### src/rtl/ifetch_pkg.sv
// Shared types and constants for the instruction fetch unit.
`timescale 1ns/1ps
package ifetch_pkg;

    // Fetch sequencing state: normal fetching, or waiting for stale responses.
    typedef enum logic [0:0] {
        RUN   = 1'b0,
        DRAIN = 1'b1
    } ifetch_state_e;

    // One instruction-buffer entry: the fetched word and the PC it came from.
    typedef struct packed {
        logic [31:0] inst;
        logic [31:0] pc;
    } ifetch_entry_t;

    // Canonical RISC-V NOP (addi x0, x0, 0); used as the buffer's idle contents.
    localparam logic [31:0] IFETCH_NOP = 32'h0000_0013;

    // Word-align an address by clearing its two low bits.
    function automatic logic [31:0] ifetch_align(input logic [31:0] addr);
        return addr & 32'hFFFF_FFFC;
    endfunction

endpackage

### src/rtl/ifetch_fifo.sv
// In-order instruction buffer: power-of-two depth ring with push, pop,
// flush, full/empty flags and an occupancy count. Simultaneous push and
// pop is accepted even when full, keeping occupancy constant.
`timescale 1ns/1ps
module ifetch_fifo
    import ifetch_pkg::*;
#(
    parameter int DEPTH = 2,
    parameter int CNT_W = $clog2(DEPTH + 1)
) (
    input  logic                 clk_i,
    input  logic                 rst_i,
    input  logic                 flush_i,
    input  logic                 push_i,
    input  ifetch_entry_t        wdata_i,
    input  logic                 pop_i,
    output ifetch_entry_t        rdata_o,
    output logic                 full_o,
    output logic                 empty_o,
    output logic [CNT_W-1:0]     count_o
);

    localparam int PTR_W = $clog2(DEPTH);

    ifetch_entry_t      mem_q [DEPTH];
    ifetch_entry_t      mem_d [DEPTH];
    logic [PTR_W-1:0]   wr_ptr_q, wr_ptr_d;
    logic [PTR_W-1:0]   rd_ptr_q, rd_ptr_d;
    logic [CNT_W-1:0]   count_q, count_d;
    logic               do_push_s;
    logic               do_pop_s;

    assign empty_o   = (count_q == {CNT_W{1'b0}});
    assign full_o    = (count_q == CNT_W'(DEPTH));
    assign count_o   = count_q;
    assign rdata_o   = mem_q[rd_ptr_q];
    assign do_pop_s  = pop_i && !empty_o;
    assign do_push_s = push_i && (!full_o || do_pop_s);

    // Next pointers, occupancy and storage contents.
    always_comb begin
        wr_ptr_d = wr_ptr_q;
        rd_ptr_d = rd_ptr_q;
        count_d  = count_q;
        mem_d    = mem_q;
        if (flush_i) begin
            wr_ptr_d = {PTR_W{1'b0}};
            rd_ptr_d = {PTR_W{1'b0}};
            count_d  = {CNT_W{1'b0}};
        end else begin
            if (do_push_s) begin
                mem_d[wr_ptr_q] = wdata_i;
                wr_ptr_d        = wr_ptr_q + PTR_W'(1);
            end else begin
                wr_ptr_d = wr_ptr_q;
            end
            if (do_pop_s) begin
                rd_ptr_d = rd_ptr_q + PTR_W'(1);
            end else begin
                rd_ptr_d = rd_ptr_q;
            end
            case ({do_push_s, do_pop_s})
                2'b10:   count_d = count_q + CNT_W'(1);
                2'b01:   count_d = count_q - CNT_W'(1);
                default: count_d = count_q;
            endcase
        end
    end

    // Buffer state registers; storage resets to NOPs so the head is benign.
    always_ff @(posedge clk_i or posedge rst_i) begin
        if (rst_i) begin
            wr_ptr_q <= {PTR_W{1'b0}};
            rd_ptr_q <= {PTR_W{1'b0}};
            count_q  <= {CNT_W{1'b0}};
            for (int i = 0; i < DEPTH; i++) begin
                mem_q[i] <= '{inst: IFETCH_NOP, pc: 32'h0000_0000};
            end
        end else begin
            wr_ptr_q <= wr_ptr_d;
            rd_ptr_q <= rd_ptr_d;
            count_q  <= count_d;
            mem_q    <= mem_d;
        end
    end

endmodule

### src/rtl/instr_fetch.sv
// Instruction fetch unit: issues sequential word fetches, tracks in-flight
// grants, buffers in-order responses and handles redirects by flushing and
// draining stale responses.
// Optional feature macro: IFETCH_MISALIGN_CHK_EN -- when defined, a redirect
// target with nonzero low bits raises a sticky fetch_err_o.
`timescale 1ns/1ps
module instr_fetch
    import ifetch_pkg::*;
#(
    parameter logic [31:0] RESET_PC  = 32'h0000_0000,
    parameter int          BUF_DEPTH = 2
) (
    input  logic        clk_i,
    input  logic        rst_i,
    input  logic        redirect_i,
    input  logic [31:0] redirect_pc_i,
    output logic        imem_req_o,
    output logic [31:0] imem_addr_o,
    input  logic        imem_gnt_i,
    input  logic        imem_rvalid_i,
    input  logic [31:0] imem_rdata_i,
    output logic        inst_valid_o,
    output logic [31:0] inst_o,
    output logic [31:0] inst_pc_o,
    output logic [31:0] inst_pc_four_o,
    input  logic        inst_ready_i,
    output logic        fetch_err_o
);

    localparam int CNT_W = $clog2(BUF_DEPTH + 1);

    ifetch_state_e      state_q, state_d;
    logic [31:0]        pc_q, pc_d;
    logic [31:0]        resp_pc_q, resp_pc_d;
    logic [CNT_W-1:0]   out_q, out_d;
    logic [CNT_W-1:0]   fifo_count_s;
    logic [CNT_W:0]     inflight_s;
    logic               fifo_full_s;
    logic               fifo_empty_s;
    ifetch_entry_t      fifo_rdata_s;
    ifetch_entry_t      fifo_wdata_s;
    logic               req_s;
    logic               gnt_s;
    logic               rvalid_s;
    logic               push_s;
    logic               pop_s;
    logic [31:0]        target_s;

    // Low target bits are dropped in both builds; only the flag is optional.
    assign target_s     = ifetch_align(redirect_pc_i);
    assign inflight_s   = {1'b0, out_q} + {1'b0, fifo_count_s};
    assign gnt_s        = req_s && imem_gnt_i;
    assign rvalid_s     = imem_rvalid_i && (out_q != {CNT_W{1'b0}});
    assign push_s       = rvalid_s && (state_q == RUN) && !redirect_i;
    assign pop_s        = !fifo_empty_s && inst_ready_i && !redirect_i;
    assign fifo_wdata_s = '{inst: imem_rdata_i, pc: resp_pc_q};

    assign imem_req_o     = req_s;
    assign imem_addr_o    = pc_q;
    assign inst_valid_o   = !fifo_empty_s;
    assign inst_o         = fifo_rdata_s.inst;
    assign inst_pc_o      = fifo_rdata_s.pc;
    assign inst_pc_four_o = fifo_rdata_s.pc + 32'd4;

    // Request only when a buffer slot is reserved for every in-flight word;
    // a redirect masks the request in the same cycle, as does reset.
    always_comb begin
        req_s = 1'b0;
        if (!rst_i && !redirect_i && (state_q == RUN) && !fifo_full_s &&
            (inflight_s < (CNT_W + 1)'(BUF_DEPTH))) begin
            req_s = 1'b1;
        end else begin
            req_s = 1'b0;
        end
    end

    // Outstanding-grant counter, fetch PC, response PC and fetch state.
    always_comb begin
        out_d     = out_q;
        pc_d      = pc_q;
        resp_pc_d = resp_pc_q;
        state_d   = state_q;
        case ({gnt_s, rvalid_s})
            2'b10:   out_d = out_q + CNT_W'(1);
            2'b01:   out_d = out_q - CNT_W'(1);
            default: out_d = out_q;
        endcase
        if (redirect_i) begin
            // Every response still in flight belongs to the old path, so the
            // next pushed word is the first one fetched from the new target.
            pc_d      = target_s;
            resp_pc_d = target_s;
            if (out_d != {CNT_W{1'b0}}) begin
                state_d = DRAIN;
            end else begin
                state_d = RUN;
            end
        end else begin
            if (gnt_s) begin
                pc_d = pc_q + 32'd4;
            end else begin
                pc_d = pc_q;
            end
            if (push_s) begin
                resp_pc_d = resp_pc_q + 32'd4;
            end else begin
                resp_pc_d = resp_pc_q;
            end
            case (state_q)
                RUN:     state_d = RUN;
                DRAIN: begin
                    if (out_d == {CNT_W{1'b0}}) begin
                        state_d = RUN;
                    end else begin
                        state_d = DRAIN;
                    end
                end
                default: state_d = RUN;
            endcase
        end
    end

    // Fetch sequencing registers.
    always_ff @(posedge clk_i or posedge rst_i) begin
        if (rst_i) begin
            state_q   <= RUN;
            pc_q      <= RESET_PC;
            resp_pc_q <= RESET_PC;
            out_q     <= {CNT_W{1'b0}};
        end else begin
            state_q   <= state_d;
            pc_q      <= pc_d;
            resp_pc_q <= resp_pc_d;
            out_q     <= out_d;
        end
    end

`ifdef IFETCH_MISALIGN_CHK_EN
    logic err_q, err_d;

    // Sticky misalignment flag; only reset clears it.
    always_comb begin
        err_d = err_q;
        if (redirect_i && (redirect_pc_i[1:0] != 2'b00)) begin
            err_d = 1'b1;
        end else begin
            err_d = err_q;
        end
    end

    // Misalignment flag register.
    always_ff @(posedge clk_i or posedge rst_i) begin
        if (rst_i) begin
            err_q <= 1'b0;
        end else begin
            err_q <= err_d;
        end
    end

    assign fetch_err_o = err_q;
`else
    assign fetch_err_o = 1'b0;
`endif

    ifetch_fifo #(
        .DEPTH   (BUF_DEPTH),
        .CNT_W   (CNT_W)
    ) u_fifo (
        .clk_i   (clk_i),
        .rst_i   (rst_i),
        .flush_i (redirect_i),
        .push_i  (push_s),
        .wdata_i (fifo_wdata_s),
        .pop_i   (pop_s),
        .rdata_o (fifo_rdata_s),
        .full_o  (fifo_full_s),
        .empty_o (fifo_empty_s),
        .count_o (fifo_count_s)
    );

endmodule

### config.mk
export PLATFORM = sky130hd
export DESIGN_NAME = instr_fetch
export DESIGN_NICKNAME = d
export VERILOG_FILES = /design/src/rtl/ifetch_pkg.sv /design/src/rtl/ifetch_fifo.sv /design/src/rtl/instr_fetch.sv
export SDC_FILE = /design/constraint.sdc
export NUM_CORES = 1
export LEC_CHECK = 0
export ABC_AREA = 1
export BUFFER_PORTS_ARGS = -buffer_cell sky130_fd_sc_hd__buf_4
export CAP_MARGIN = 20
export CORE_MARGIN = 5
export CORE_UTILIZATION = 52
export DETAILED_ROUTE_END_ITERATION = 10
export PLACE_DENSITY_LB_ADDON = 0.3
export SYNTH_ARGS = -nofsm -noshare
export SYNTH_HDL_FRONTEND = slang
export SYNTH_SLANG_ARGS = --single-unit
### constraint.sdc
create_clock -name clk_i -period 4.94 [get_ports clk_i]
set_input_delay 0.247 -clock clk_i [delete_from_list [all_inputs] [get_ports clk_i]]
set_output_delay 0.247 -clock clk_i [all_outputs]
set_load 0.005 [all_outputs]
==> results.toml, run 1 <==
[synth]
total_of_warnings_raised_by_yosys = 0
netlist_instances = 1627
synth.distinct_cells = 41
syn-mean-instance-area_um2 = 7.07
ys_seq_area_share_pct = 41.6
post_synth_edffs = 0
yosys_register_bits = 191
synth_area_um2 = 11500
dominantRegCellSynth = "sky130_fd_sc_hd__dfrtp_1"
async_reset_ff_share_pct = 100

[global_route]
grt_max_degree = 192
overall_routing_resource_usage_pct = 25.1
first_global_vias = 10300
antenna_violations_before_repair = 0
first_pass_grt_wire_length_mm = 50.8
grt.overflow.total = 0

[power_and_ir_drop]
cellLeakagePower_nw = 6.68
power.density_nw_per_um2 = 506
intPower_mw = 4.11
share_of_power_burned_in_the_clock_network_pct = 21.3
power.ir.vdd_worst_v = 0.000249
share_comb_of_total_power_pct = 41.5
power.switching_mw = 2.78
switching_share_pct = 40.4
p_total_mw = 6.89
p_seq_share_pct = 37.2

[cells_and_area]
diodes = 0
area_growth_syn_to_layout_pct = 18.6
layout.cells.most_common = "sky130_fd_sc_hd__nand2_1"
finish.net_count = 1861
drive_gt1_share_pct = 17.8
filler_cell_count = 2004
mostFrequentLayoutCells = "584 x sky130_fd_sc_hd__nand2_1, 198 x sky130_fd_sc_hd__buf_4, 184 x sky130_fd_sc_hd__inv_1, 184 x sky130_fd_sc_hd__dfrtp_1, 149 x sky130_fd_sc_hd__o21ai_0"

[cts]
worst_skew_pair.late_latency_ps = 440
cts_setup_buffers = 0
tritoncts_num_sinks = 191
cts-buffers-inserted = 17
cts-root-buf = "sky130_fd_sc_hd__clkbuf_16"
path_clk_slew_ps = 80
tritoncts_clock_tree = "done"
post_cts_resized = 0
max-clock-path-buffers = 2
cts_max_level = 4

[timing]
clock-skew-final_ps = 14.9
finalSetupViolCount = 0
fmax_mhz = 276
post-route-min-period_ps = 3620
max_slew_margin_pct = 29.7
tightest_pin_transition_ps = 1050
slew_violations = 0
setup_total_negative_slack_ps = 0
final-hold-violation-count = 0
unrepaired_setup_endpoints_after_global_routing = "false"
timing.final.crit_share_pct = 73.3

[placed_design]
globalplace.congestion = 0.917
place.port_buffers = 191
place_hpwl_mm = 22.3

[route]
routed-wl-met2_mm = 14.2
detailedRoute.firstPassIterationCount = 5
detail_route.vias_per_cell = 5.21
drt_iter0_drc = 736
vias = 10800
top_layer_used = "met4"
wl_per_cell_um = 14.9
ant_nets = 0
drt-met1-wl_mm = 13.8
post-route-drc-count = 0
wl_met3_mm = 2.18
postRouteWirelength_mm = 31.0

[flow_run]
cap_viol_max_count = 0

[die]
num_rows = 54
design.portCount = 201
fp.dieH_um = 159
initial_utilization_pct = 52.7
floorplan.die.width_um = 159
die_area_um2 = 25200
floorplan.core_area_um2 = 21800

[worst_setup_path]
cpMaxStageDelayCell = "sky130_fd_sc_hd__dfrtp_4"
critical_path_required_ps = 4690
cpMostUsedCell = "sky130_fd_sc_hd__nand2_1"
setup.worst_path.start = "u_fifo.rd_ptr_q"
critical_path.cell_chain = "buf_4 > nand2_1 > o21ai_2 > inv_1 > nor2_2 > nand3_1 > nor2_1 > nand2_1 > nand2_1 > nand2_1 > buf_4"
reg2reg_from = "out_q[0]"
endpoint_kind = "output port"
slowest_delay_ps = 1040
timing.setup.critical_path_class = "reg -> out"
critical_path_source_type = "flip-flop"
worstPathBufferInverterCount = 3
worst-endpoint-arrival_ps = 3370
critPathTopFamily = "flip-flops"
crit_path_max_fanout = 86

[outcome]
run_status = "finished, final reports clean"

[min_path]
holdCritPathClass = "in -> reg"
min-delay-start = "imem_rdata_i[1]"
-- cells by family (layout without fill, tap and decap cells) --
kind of cell | after synthesis | count (layout) | synth area share, %
fa+ha+maj | 5 | 5 | 0.610
flops | 191 | 191 | 41.6
xor+xnor | 37 | 37 | 2.82
simple gates | 872 | 872 | 31.4
compound gates | 253 | 253 | 13.0
buf+inv | 268 | 434 | 10.5
other cells | 1 | 7 | 0.0326
-- cells in the mapped netlist, types with 7 or more instances --
cell type	n	area [um^2]
sky130_fd_sc_hd__nand2_1	584	2190
sky130_fd_sc_hd__inv_1	186	698
sky130_fd_sc_hd__dfrtp_1	185	4630
sky130_fd_sc_hd__o21ai_0	149	746
sky130_fd_sc_hd__nor2_1	141	529
sky130_fd_sc_hd__nand3_1	77	385
sky130_fd_sc_hd__o21ai_1	34	170
sky130_fd_sc_hd__xor2_1	31	272
sky130_fd_sc_hd__clkbuf_1	27	101
sky130_fd_sc_hd__o21ai_2	22	193
sky130_fd_sc_hd__buf_2	17	85.1
sky130_fd_sc_hd__nor2_2	16	100
sky130_fd_sc_hd__o211ai_1	16	120
sky130_fd_sc_hd__a21oi_1	15	75.1
sky130_fd_sc_hd__buf_4	15	113
sky130_fd_sc_hd__nand2_2	14	87.6
sky130_fd_sc_hd__buf_6	12	135
sky130_fd_sc_hd__nand4_1	11	68.8
sky130_fd_sc_hd__inv_2	7	26.3
sky130_fd_sc_hd__nand3b_1	7	52.6
sky130_fd_sc_hd__nor3_1	7	35.0
sky130_fd_sc_hd__o21ai_4	7	114
-- power by group through the flow --
| stage | clock network, mW | registers (mW) | logic (mW) |
|---|---|---|---|
| floorplan | 0 | 2.40 | 1.82 |
| global placement | 0 | 2.55 | 2.81 |
| detailed placement | 0 | 2.58 | 2.88 |
| CTS | 1.50 | 2.55 | 2.90 |
| global route | 1.56 | 2.63 | 3.24 |
| finish | 1.47 | 2.56 | 2.86 |
-- tightest hold or removal path, cell delays in order --
cell and delay [ps]:
sky130_fd_sc_hd__buf_4 80, sky130_fd_sc_hd__nand2_1 40, sky130_fd_sc_hd__nand2_1 50
-- sequential cells by signal, summed over array words and instances, names as in the netlist --
name and cells:
resp_pc_q 30, out_q 2, u_fifo.rd_ptr_q 1, u_fifo.wr_ptr_q 1
state_q 1, u_fifo.mem_q 124, u_fifo.count_o 2, imem_addr_o 30
-- worst paths after layout --
| check | end | slack, ps | cells after the start |
|---|---|---|---|
| setup reg to reg | u_fifo.mem_q[70] | 2100 | 8 |
| hold reg to reg | u_fifo.mem_q[32] | 480 | 2 |
| hold / removal | u_fifo.mem_q[33] | 20 | 3 |
| max in group asynchronous | u_fifo.rd_ptr_q | 4030 | 3 |
| min in group asynchronous | out_q[1] | 90 | 3 |
| setup / recovery | inst_pc_four_o[22] | 1320 | 11 |
-- timing repair --
action	in CTS	in global routing
setup endpoints to repair	0	0
hold endpoints to repair	8	0
hold buffers	8	0
-- through the flow --
| step | hold WS, ps | area (um^2) | utilization, % | setup slack (ps) | instances |
|---|---|---|---|---|---|
| after floorplan | 342 | 11500 | - | 2240 | 1633 |
| after global placement | 461 | 12900 | 59.2 | 1840 | 2039 |
| after detailed placement | 465 | 12900 | 59.2 | 1830 | 2039 |
| after CTS | 1.52 | 13600 | 62.5 | 1350 | 2079 |
| after global routing | 3.01 | 13600 | 62.5 | 1050 | 2079 |
| final | 18.2 | 13600 | 62.5 | 1320 | 2079 |
-- layer usage --
| metal | GRT usage, % | vias up |
|---|---|---|
| met3 | 4.46 | 65 |
| met2 | 40.0 | 376 |
| met1 | 34.8 | 4988 |
| met4 | 8.25 | 0 |
| met5 | 0 | - |
| li1 | - | 5407 |
-- cell type report --
class / count / area [um^2] / share of cell area (%)
repair buffers: 207 / 1590 / 11.6
clock buffers: 17 / 425 / 3.12
inverters: 195 / 741 / 5.43
multi-input cells: 1174 / 5520 / 40.5
well taps: 280 / 350 / 2.57
clock inverters: 15 / 223 / 1.63
flip-flops and latches: 191 / 4790 / 35.1
Power figures use the tool's default switching activity.
==> run 2: changes to the inputs <==
--- a/config.mk
+++ b/config.mk
@@ -5,11 +5,11 @@
 export SDC_FILE = /design/constraint.sdc
 export NUM_CORES = 1
 export LEC_CHECK = 0
-export ABC_AREA = 1
+export ABC_AREA = 0
 export BUFFER_PORTS_ARGS = -buffer_cell sky130_fd_sc_hd__buf_4
 export CAP_MARGIN = 20
 export CORE_MARGIN = 5
-export CORE_UTILIZATION = 52
+export CORE_UTILIZATION = 50
 export DETAILED_ROUTE_END_ITERATION = 10
 export PLACE_DENSITY_LB_ADDON = 0.3
 export SYNTH_ARGS = -nofsm -noshare
==> constraint.sdc (replaced) <==
create_clock -name clk_i -period 3.2 [get_ports clk_i]
set_input_delay 0.16 -clock clk_i [delete_from_list [all_inputs] [get_ports clk_i]]
set_output_delay 0.16 -clock clk_i [all_outputs]
set_load 0.005 [all_outputs]
==> run 2 against run 1 <==
  * Sequential power grew 49%
  * Non-clock buffer count grew 59
  * Clock power grew 48%
  * Combinational power grew 25%
  * Die area shrank 9.5%
  * Clock skew shrank 4.3 ps
  * Critical endpoint is now inst_pc_four_o[31]
  * Highest routed layer unchanged
==> results.toml, run 2 <==
[outcome]
run_status = "finished, final reports clean"

[worst_setup_path]
reg2reg_depth = 9
setup.worst_path.start = "u_fifo.rd_ptr_q"
timing.setup.critical_path_class = "reg -> out"
endpoint_kind = "output port"
critical_path_source_type = "flip-flop"
worst-r2r-setup-slack_ps = 510
critical_path_required_ps = 3040
r2r-end = "imem_addr_o[9]"
reg2reg_from = "u_fifo.count_o[0]"
worst-endpoint-arrival_ps = 2850
crit_path_max_fanout = 43

[power_and_ir_drop]
share_of_power_burned_in_the_clock_network_pct = 22.7
intPower_mw = 6.54
p_seq_share_pct = 39.9
power.switching_mw = 3.03
power.ir.vdd_worst_v = 0.000386
p_total_mw = 9.57
switching_share_pct = 31.7
cellLeakagePower_nw = 5.65
power.density_nw_per_um2 = 742
share_comb_of_total_power_pct = 37.3

[cts]
worst_skew_pair.late_latency_ps = 430
cts_setup_buffers = 0
max-clock-path-buffers = 2
path_clk_slew_ps = 70
tritoncts_clock_tree = "done"
cts-root-buf = "sky130_fd_sc_hd__clkbuf_16"
cts-buffers-inserted = 17
cts_max_level = 4
tritoncts_num_sinks = 191

[synth]
synth.distinct_cells = 55
yosysTopAreaCellShare_pct = 46.6
synth_xor_xnor_area_share_pct = 6.08
dominantRegCellSynth = "sky130_fd_sc_hd__dfrtp_1"
netlist_instances = 854
syn-mean-instance-area_um2 = 11.6
post_synth_edffs = 0
cell_taking_the_most_area_after_synthesis = "sky130_fd_sc_hd__dfrtp_1"
ys_seq_area_share_pct = 48.2
total_of_warnings_raised_by_yosys = 0
synth-simple-area-share_pct = 13.4
yosys-mux-area-fraction_pct = 23.7
synth_top_family_by_area = "multiplexers"
synth_compound_area_share_pct = 4.52
yosys.area_share.adder_pct = 0.705
leading_post_synthesis_cells_by_cell_area = "sky130_fd_sc_hd__dfrtp_1 47%, sky130_fd_sc_hd__mux2_2 21%, sky130_fd_sc_hd__xnor2_1 3.3%"
synth.most_common_cell = "sky130_fd_sc_hd__dfrtp_1"
synth_area_um2 = 9940
yosys_register_bits = 191
async_reset_ff_share_pct = 100
synth.cells.most_frequent = "185 x sky130_fd_sc_hd__dfrtp_1, 184 x sky130_fd_sc_hd__mux2_2, 62 x sky130_fd_sc_hd__nand2_1"

[die]
fp.dieH_um = 151
die_area_um2 = 22800
num_rows = 51
design.portCount = 201
floorplan.die.width_um = 151
initial_utilization_pct = 50.9
floorplan.core_area_um2 = 19500

[placed_design]
place_hpwl_mm = 17.4
pre_cts_ws_ps = 487
globalplace.congestion = 0.829
placedInstanceArea_um2 = 11700
place.port_buffers = 191
place_inst = 1282

[global_route]
first_global_vias = 7796
antenna_violations_before_repair = 0
grt.overflow.total = 0
first_pass_grt_wire_length_mm = 40.6
grt_max_degree = 66
overall_routing_resource_usage_pct = 22.4

[cells_and_area]
final_util_pct = 66.1
layout.cells.most_common = "sky130_fd_sc_hd__buf_4"
area_growth_syn_to_layout_pct = 29.8
diodes = 0
drive_gt1_share_pct = 40.6
number_of_flip_flops_in_the_largest_register = 124
mostFrequentLayoutCells = "200 x sky130_fd_sc_hd__buf_4, 184 x sky130_fd_sc_hd__mux2_2, 184 x sky130_fd_sc_hd__dfrtp_1"
instances_no_fill = 1374
finish.net_count = 1171
post-route-cell-area_um2 = 12900
max_flop_register = "u_fifo.mem_q"

[route]
vias = 7603
wl_per_cell_um = 18.2
post-route-drc-count = 0
detail_route.vias_per_cell = 5.53
drt_iter0_drc = 359
ant_nets = 0
postRouteWirelength_mm = 25.1
detailedRoute.firstPassIterationCount = 5

[min_path]
holdCritPathClass = "in -> reg"
timing.hold.worst_endpoint = "imem_addr_o[7]"
worstHoldPathCells = 3
min-delay-start = "redirect_pc_i[7]"

[timing]
fmax_mhz = 332
slew_violations = 0
final-hold-violation-count = 0
tightest_pin_transition_ps = 616
unrepaired_setup_endpoints_after_global_routing = "false"
timing.hold.ws_ps = 24.4
post-route-min-period_ps = 3010
setup_total_negative_slack_ps = 0
fin_ws_ps = 190
finalSetupViolCount = 0
max_slew_margin_pct = 58.7
timing.final.crit_share_pct = 94.1
clock-skew-final_ps = 10.6

[flow_run]
cap_viol_max_count = 0
-- run 2: worst max-delay path by stage --
stage	to	slack, ps	cells past startpoint
after floorplan	inst_pc_four_o[22]	160	14
after global placement	inst_pc_four_o[31]	520	7
after detailed placement	inst_pc_four_o[31]	490	7
after CTS	inst_pc_four_o[31]	1	7
after global routing	inst_pc_four_o[31]	30	7
final	inst_pc_four_o[31]	190	7
-- run 2: cell families (layout without fill, tap and decap cells) --
family                     after synthesis  in the layout
AOI/OAI and AO/OA                       74             74
muxes                                  210            210
buffers and inverters                   67            316
other                                    1              7
xor gates and xnor gates                69             69
DFF                                    191            191
and+or+nand+nor                        237            237
adders and majority gates                5              5
-- run 2: metal layers --
layer / GRT usage [%] / share of wire [%] / up-vias
met2: 36.2 / 47 / 227
met1: 30.5 / 44 / 3773
met4: 7.12 / 2.1 / 0
met5: 0 / 0 / -
met3: 4.64 / 6.1 / 33
li1: - / - / 3570
-- run 2: critical path, cell delays in order (launching register included) --
cell and delay, ps:
sky130_fd_sc_hd__dfrtp_4 580, sky130_fd_sc_hd__buf_12 220, sky130_fd_sc_hd__nand3b_1 230, sky130_fd_sc_hd__a22oi_2 360, sky130_fd_sc_hd__nand4_1 300, sky130_fd_sc_hd__nor4b_1 420
sky130_fd_sc_hd__xor2_1 190, sky130_fd_sc_hd__buf_4 130
-- run 2: final cells by class --
class,count,area (um^2)
Fill cell,1492,6630
Timing Repair Buffer,266,2230
Clock inverter,12,150
Clock buffer,20,457
Tap cell,265,332
Inverter,18,71.3
Sequential cell,191,4790
Multi-Input combinational cell,602,4870
-- run 2: repair_timing --
item | in CTS | in global routing
hold buffers | 59 | 0
gates resized for setup | 0 | 2
endpoints found under the hold margin | 141 | 0
setup endpoints to repair | 0 | 5
-- run 2: power by group through the flow --
stage,clock [mW],sequential [mW],combinational [mW]
floorplan,0,3.63,1.98
global placement,0,3.79,3.44
detailed placement,0,3.84,3.51
CTS,2.23,3.80,3.59
global route,2.33,3.93,3.90
finish,2.18,3.82,3.57
